$ cat src/rtl/seg7_display_arbiter.sv
// Shares a multiplexed seven-segment display between n_req requesters:
// round-robin grant with minimum hold, one-frame blanking between owners, hex decode.
module seg7_display_arbiter #(
   parameter int w_digit      = 4,
   parameter int n_req        = 2,
   parameter int digit_period = 50000,
   parameter int hold_ticks   = 1000
) (
   input  logic                       clk,
   input  logic                       rst_n,
   input  logic [n_req-1:0]           req,
   input  logic [n_req*w_digit*4-1:0] req_value,
   input  logic [n_req*w_digit-1:0]   req_dots,
   output logic [n_req-1:0]           grant,
   output logic [7:0]                 abcdefgh,
   output logic [w_digit-1:0]         digit,
   output logic                       busy
);
   // state | meaning
   // IDLE  | no owner, display dark, waiting for any req
   // OWN   | one requester owns the display, digits scanned
   // BLANK | dark for one full frame before the next owner
   typedef enum logic [1:0] {IDLE, OWN, BLANK} state_t;

   localparam int TW = (digit_period > 1) ? $clog2(digit_period) : 1;
   localparam int IW = (w_digit > 1) ? $clog2(w_digit) : 1;
   localparam int HW = (hold_ticks > 0) ? $clog2(hold_ticks + 1) : 1;
   localparam int BW = $clog2(w_digit + 1);
   localparam int OW = $clog2(n_req);

   state_t                state, state_nxt;
   logic [TW-1:0]         tick_cnt;
   logic                  tick;
   logic [IW-1:0]         scan_idx;
   logic [HW-1:0]         hold_cnt;
   logic [BW-1:0]         blank_cnt;
   logic [OW-1:0]         rr, rr_nxt, owner, owner_nxt, winner;
   logic [n_req-1:0]      grant_nxt;
   logic [2*n_req-1:0]    req_rot;
   logic                  found, owner_req, others_req;
   logic [3:0]            nib_of [n_req][w_digit];
   logic                  dot_of [n_req][w_digit];

   function automatic logic [6:0] hex7(input logic [3:0] h);
      case (h)
         4'h0: hex7 = 7'h7E;  4'h1: hex7 = 7'h30;  4'h2: hex7 = 7'h6D;  4'h3: hex7 = 7'h79;
         4'h4: hex7 = 7'h33;  4'h5: hex7 = 7'h5B;  4'h6: hex7 = 7'h5F;  4'h7: hex7 = 7'h70;
         4'h8: hex7 = 7'h7F;  4'h9: hex7 = 7'h7B;  4'hA: hex7 = 7'h77;  4'hB: hex7 = 7'h1F;
         4'hC: hex7 = 7'h4E;  4'hD: hex7 = 7'h3D;  4'hE: hex7 = 7'h4F;  default: hex7 = 7'h47;
      endcase
   endfunction

   assign tick       = (tick_cnt == TW'(digit_period - 1));
   assign owner_req  = |(req & grant);
   assign others_req = |(req & ~grant);
   assign busy       = (state != IDLE);
   assign req_rot    = {req, req} >> rr;

   // Rotated request vector: first set bit is the nearest requester at or above rr.
   always_comb begin
      winner = rr;
      found  = 1'b0;
      for (int k = 0; k < n_req; k++) begin
         if (!found && req_rot[k]) begin
            found  = 1'b1;
            winner = OW'((int'(rr) + k) % n_req);
         end
      end
   end

   always_comb begin
      for (int i = 0; i < n_req; i++) begin
         for (int j = 0; j < w_digit; j++) begin
            nib_of[i][j] = req_value[(i*w_digit + j)*4 +: 4];
            dot_of[i][j] = req_dots[i*w_digit + j];
         end
      end
   end

   always_comb begin
      state_nxt = state;
      grant_nxt = grant;
      rr_nxt    = rr;
      owner_nxt = owner;
      case (state)
         IDLE: if (|req) begin
            state_nxt = OWN;
            grant_nxt = {{(n_req-1){1'b0}}, 1'b1} << winner;
            owner_nxt = winner;
         end
         OWN: if (!owner_req || (hold_cnt == '0 && others_req)) begin
            state_nxt = BLANK;
            grant_nxt = '0;
            rr_nxt    = (owner == OW'(n_req - 1)) ? '0 : owner + OW'(1);
         end
         BLANK: if (tick && blank_cnt == BW'(1)) state_nxt = IDLE;
         default: state_nxt = IDLE;
      endcase
   end

   always_ff @(posedge clk or negedge rst_n) begin
      if (!rst_n) begin
         state     <= IDLE;
         grant     <= '0;
         rr        <= '0;
         owner     <= '0;
         tick_cnt  <= '0;
         scan_idx  <= '0;
         hold_cnt  <= '0;
         blank_cnt <= '0;
         digit     <= '0;
         abcdefgh  <= '0;
      end else begin
         state <= state_nxt;
         grant <= grant_nxt;
         rr    <= rr_nxt;
         owner <= owner_nxt;

         tick_cnt <= tick ? '0 : tick_cnt + TW'(1);
         if (tick) scan_idx <= (scan_idx == IW'(w_digit - 1)) ? '0 : scan_idx + IW'(1);

         if (state == IDLE && state_nxt == OWN)
            hold_cnt <= HW'(hold_ticks);
         else if (state == OWN && tick && hold_cnt != '0)
            hold_cnt <= hold_cnt - HW'(1);

         // Blank frame length counts ticks seen after entry, not the entry cycle.
         if (state == OWN && state_nxt == BLANK)
            blank_cnt <= BW'(w_digit);
         else if (state == BLANK && tick && blank_cnt != '0)
            blank_cnt <= blank_cnt - BW'(1);

         if (state == OWN) begin
            digit    <= w_digit'(1) << scan_idx;
            abcdefgh <= {hex7(nib_of[owner][scan_idx]), dot_of[owner][scan_idx]};
         end else begin
            digit    <= '0;
            abcdefgh <= '0;
         end
      end
   end
endmodule

$ cat config.mk
export PLATFORM = sky130hd
export DESIGN_NAME = seg7_display_arbiter
export DESIGN_NICKNAME = d
export VERILOG_FILES = /design/src/rtl/seg7_display_arbiter.sv
export SDC_FILE = /design/constraint.sdc
export NUM_CORES = 1
export LEC_CHECK = 0
export BUFFER_PORTS_ARGS = -buffer_cell sky130_fd_sc_hd__buf_2
export CORE_MARGIN = 5
export CORE_UTILIZATION = 25
export CTS_BUF_LIST = sky130_fd_sc_hd__clkbuf_2
export DETAILED_ROUTE_END_ITERATION = 6
export PLACE_DENSITY = 0.41
export SLEW_MARGIN = 20
export SYNTH_ARGS = -nofsm -noshare
export SYNTH_HDL_FRONTEND = slang
export SYNTH_SLANG_ARGS = --single-unit
export TNS_END_PERCENT = 10
$ cat constraint.sdc
create_clock -name clk -period 5.8 [get_ports clk]
set_input_delay 0.58 -clock clk [delete_from_list [all_inputs] [get_ports clk]]
set_output_delay 0.58 -clock clk [all_outputs]
set_load 0.005 [all_outputs]
==> impl_metrics.py <==
metrics = {
    "sta": {
        "max_slew_margin_pct": 48.4,
        "hold_viol_final": 0,
        "slew_viol_final": 0,
        "tightest_slew_ps": 760,
        "fmax_ghz": 0.344,
        "setup_ws_ps": 2900,
        "tns_ps": 0,
        "grt_setup_unrepaired": "no",
        "setup_viol_count_final": 0,
        "finClkSkew_ps": 37.3,
        "period_needed_ps": 2900,
        "fin_crit_sh_pct": 50.1,
    },
    "job": {
        "drv_cap": 0,
    },
    "yosys": {
        "synthMuxAreaShare_pct": 10.3,
        "synthDistinctLibCells": 48,
        "synth_largest_type_area_fraction_pct": 42.9,
        "synth-compound-area-share_pct": 9.62,
        "synthAdderAreaFrac_pct": 7.00,
        "synth_seq_cells": 49,
        "yosysSeqAreaShare_pct": 42.9,
        "yosysTopAreaCell": "dfrtp_1",
        "yosysWarnings": 0,
        "synth_flop_cell": "dfrtp_1",
        "synthSimpleGateAreaFrac_pct": 20.6,
        "syn_area_per_cell_um2": 10.2,
        "synth_edf_count": 0,
        "syn_nets": 340,
        "synth-xor-area-share_pct": 5.82,
        "synthArstFlopShare_pct": 100,
        "syn_inst": 280,
        "synth_top_family_by_area": "simple AND/OR/NAND/NOR gates",
        "synth_area_mm2": 0.00286,
        "yosys-top-cells-area": "dfrtp_1 43%, ha_1 7.0%, mux4_2 6.3%, xor2_1 4.0%, nand2_1 3.3%",
    },
    "layout": {
        "areaGrowthSynthToFinish_pct": 18.3,
        "final_util_pct": 29.9,
        "drive_gt1_share_pct": 25.1,
        "layout.nets": 397,
        "fin_area_mm2": 0.00338,
        "diodes": 0,
    },
    "run_status": {
        "outcome": "complete, no violations",
    },
    "cts": {
        "clk_latency_ps": 450,
        "cts.reportedPaths.clkPinSlew_ps": 300,
        "holdBufCountCts": 0,
        "cts_buffer_depth": 2,
        "clock_sinks": 49,
        "cts_tree": "built",
        "cts_buffers": 5,
        "cts_resized": 0,
        "cts_root_buf": "clkbuf_2",
        "post_cts_buffers": 0,
        "htreeDepth": 2,
    },
    "detailed_routing": {
        "firstDrtPassIters": 4,
        "num_vias": 2242,
        "drt_iter0_markers": 80,
        "route.detailed.drc": 0,
        "wire_per_inst_um": 13.9,
        "vias_per_cell": 4.66,
        "wirelength_um": 6670,
        "antenna_left": 0,
    },
    "critical_path": {
        "worst-setup-path-type": "flop to flop",
        "worstSetupEndpointType": "flop",
        "cp_max_fo": 14,
        "startpoint_type": "flop",
        "required_ps": 6160,
        "path_cells": "mux4_2 > mux2i_2 > nand3_1 > nor4b_1 > or3_1",
        "slowest_stage": "dfrtp_1",
        "critical_path_arrival_ps": 3260,
        "max_stage_delay_ps": 810,
    },
    "placement": {
        "gp_congestion": 0.751,
        "placed_area_mm2": 0.00331,
        "dpl.hpwl_um": 5050,
        "numPortBuffers": 58,
        "dpl_worst_slack_ps": 2600,
    },
    "global_route": {
        "grt_use_met2_pct": 16.9,
        "grtUsageMet3_pct": 2.72,
        "grt_pass1_wl_um": 11300,
        "grt_pass1_vias": 2347,
        "antenna_found_initial": 0,
        "grtUsageMet1_pct": 14.0,
        "grt_max_degree": 50,
        "gr-total-overflow": 0,
        "grt_usage_pct": 10.4,
        "top_usage_layer": "met2",
    },
    "min_path": {
        "hp-class": "primary input to async pin",
    },
    "floorplan": {
        "rows": 39,
        "die_area_mm2": 0.0137,
        "die_y_um": 117,
        "ios": 59,
        "initial_core_util_pct": 25.3,
        "core_mm2": 0.0113,
        "die_w_um": 117,
    },
    "pwr": {
        "total_leakage_power_nw": 1.56,
        "power.density_mw_per_mm2": 175,
        "fin_total_pwr_mw": 0.594,
        "peakVddDrop_mv": 0.0857,
    },
}
## metal layers
layer / up-vias / share of wire (%)
met4: 0 / 0.94
met3: 5 / 6.2
li1: 1117 / -
met2: 69 / 45
met1: 1051 / 47
met5: - / 0
## report_power, final
part           switching (mW)  total (mW)  internal (mW)  leakage [nW]
Combinational          0.0258      0.0484         0.0226         0.915
Clock                   0.124       0.200         0.0757        0.0411
Sequential            0.00186       0.346          0.344         0.604
Total                   0.152       0.594          0.442          1.56
## placed cells by master (no fill, tap or decap), drive strengths merged, types with 2 or more instances in the layout
master / count
clkbuf: 5
or3: 2
nor4: 5
o211ai: 2
a21oi: 11
xnor2: 6
and4: 4
or4b: 3
o21ai: 13
nor2: 19
and3: 3
nand2: 25
ha: 16
dfrtp: 49
nand4: 7
nor3: 6
nand3: 9
mux4: 8
and2: 8
inv: 18
mux2: 3
xor2: 13
mux2i: 8
a22oi: 3
a31oi: 2
buf: 61
a221oi: 2
nor4b: 3
nor2b: 8
## cell families after synthesis
group | count (synthesis)
and+or+nand+nor | 106
DFF | 49
AOI/OAI and AO/OA | 43
buffers and inverters | 28
xor gates and xnor gates | 19
muxes | 19
adders and majority gates | 16
## final cells by class
| class | count | area [um2] |
|---|---|---|
| clock buffer | 5 | 25.0 |
| sequential | 49 | 1230 |
| multi-input combinational | 203 | 1530 |
| fill | 1199 | 7940 |
| clock inverter | 3 | 48.8 |
| timing repair buffer | 61 | 313 |
| tap | 143 | 179 |
| inverter | 17 | 63.8 |
## worst paths after layout
kind / startpoint / end / slack [ps] / depth (start not counted)
min in group clk: req[0] / owner / 380 / 2
hold reg to reg: tick_cnt[0] / tick_cnt[0] / 470 / 1
max in group asynchronous: rst_n / grant[1] / 5170 / 2
setup / recovery: owner / abcdefgh[7] / 2900 / 5
hold / removal: rst_n / tick_cnt[2] / 190 / 2
setup reg to reg: owner / abcdefgh[7] / 2900 / 5
## through the flow
step           instances  hold slack (ps)
2_1_floorplan        280              284
3_3_place_gp         473              446
3_5_place_dp         473              442
4_1_cts              481              175
5_1_grt              481              184
6_report             481              189
## state kept, by name, summed over array words and instances (netlist names)
| register | count |
|---|---|
| digit | 4 |
| owner | 1 |
| hold_cnt | 10 |
| scan_idx | 2 |
| blank_cnt | 3 |
| abcdefgh | 8 |
| rr | 1 |
| tick_cnt | 16 |
| grant | 2 |
| state | 2 |
## cell usage after synthesis, types with 4 or more instances
library cell,count
xnor2_1,6
clkbuf_1,7
nand2_1,25
o21ai_0,12
nor4_1,4
xor2_1,13
and4_1,4
nor2b_1,8
nand3_1,9
nor2_1,19
nand4_1,7
ha_1,16
and2_1,7
dfrtp_1,49
mux4_2,8
nor3_1,6
a21oi_1,11
mux2i_1,8
inv_1,17
## worst max-delay path: cells and delay by family (launching register included)
family	cells	cell delay, ps
flops	1	810
mux	2	1210
simple gates	3	780
(Power assumes the default switching activity.)
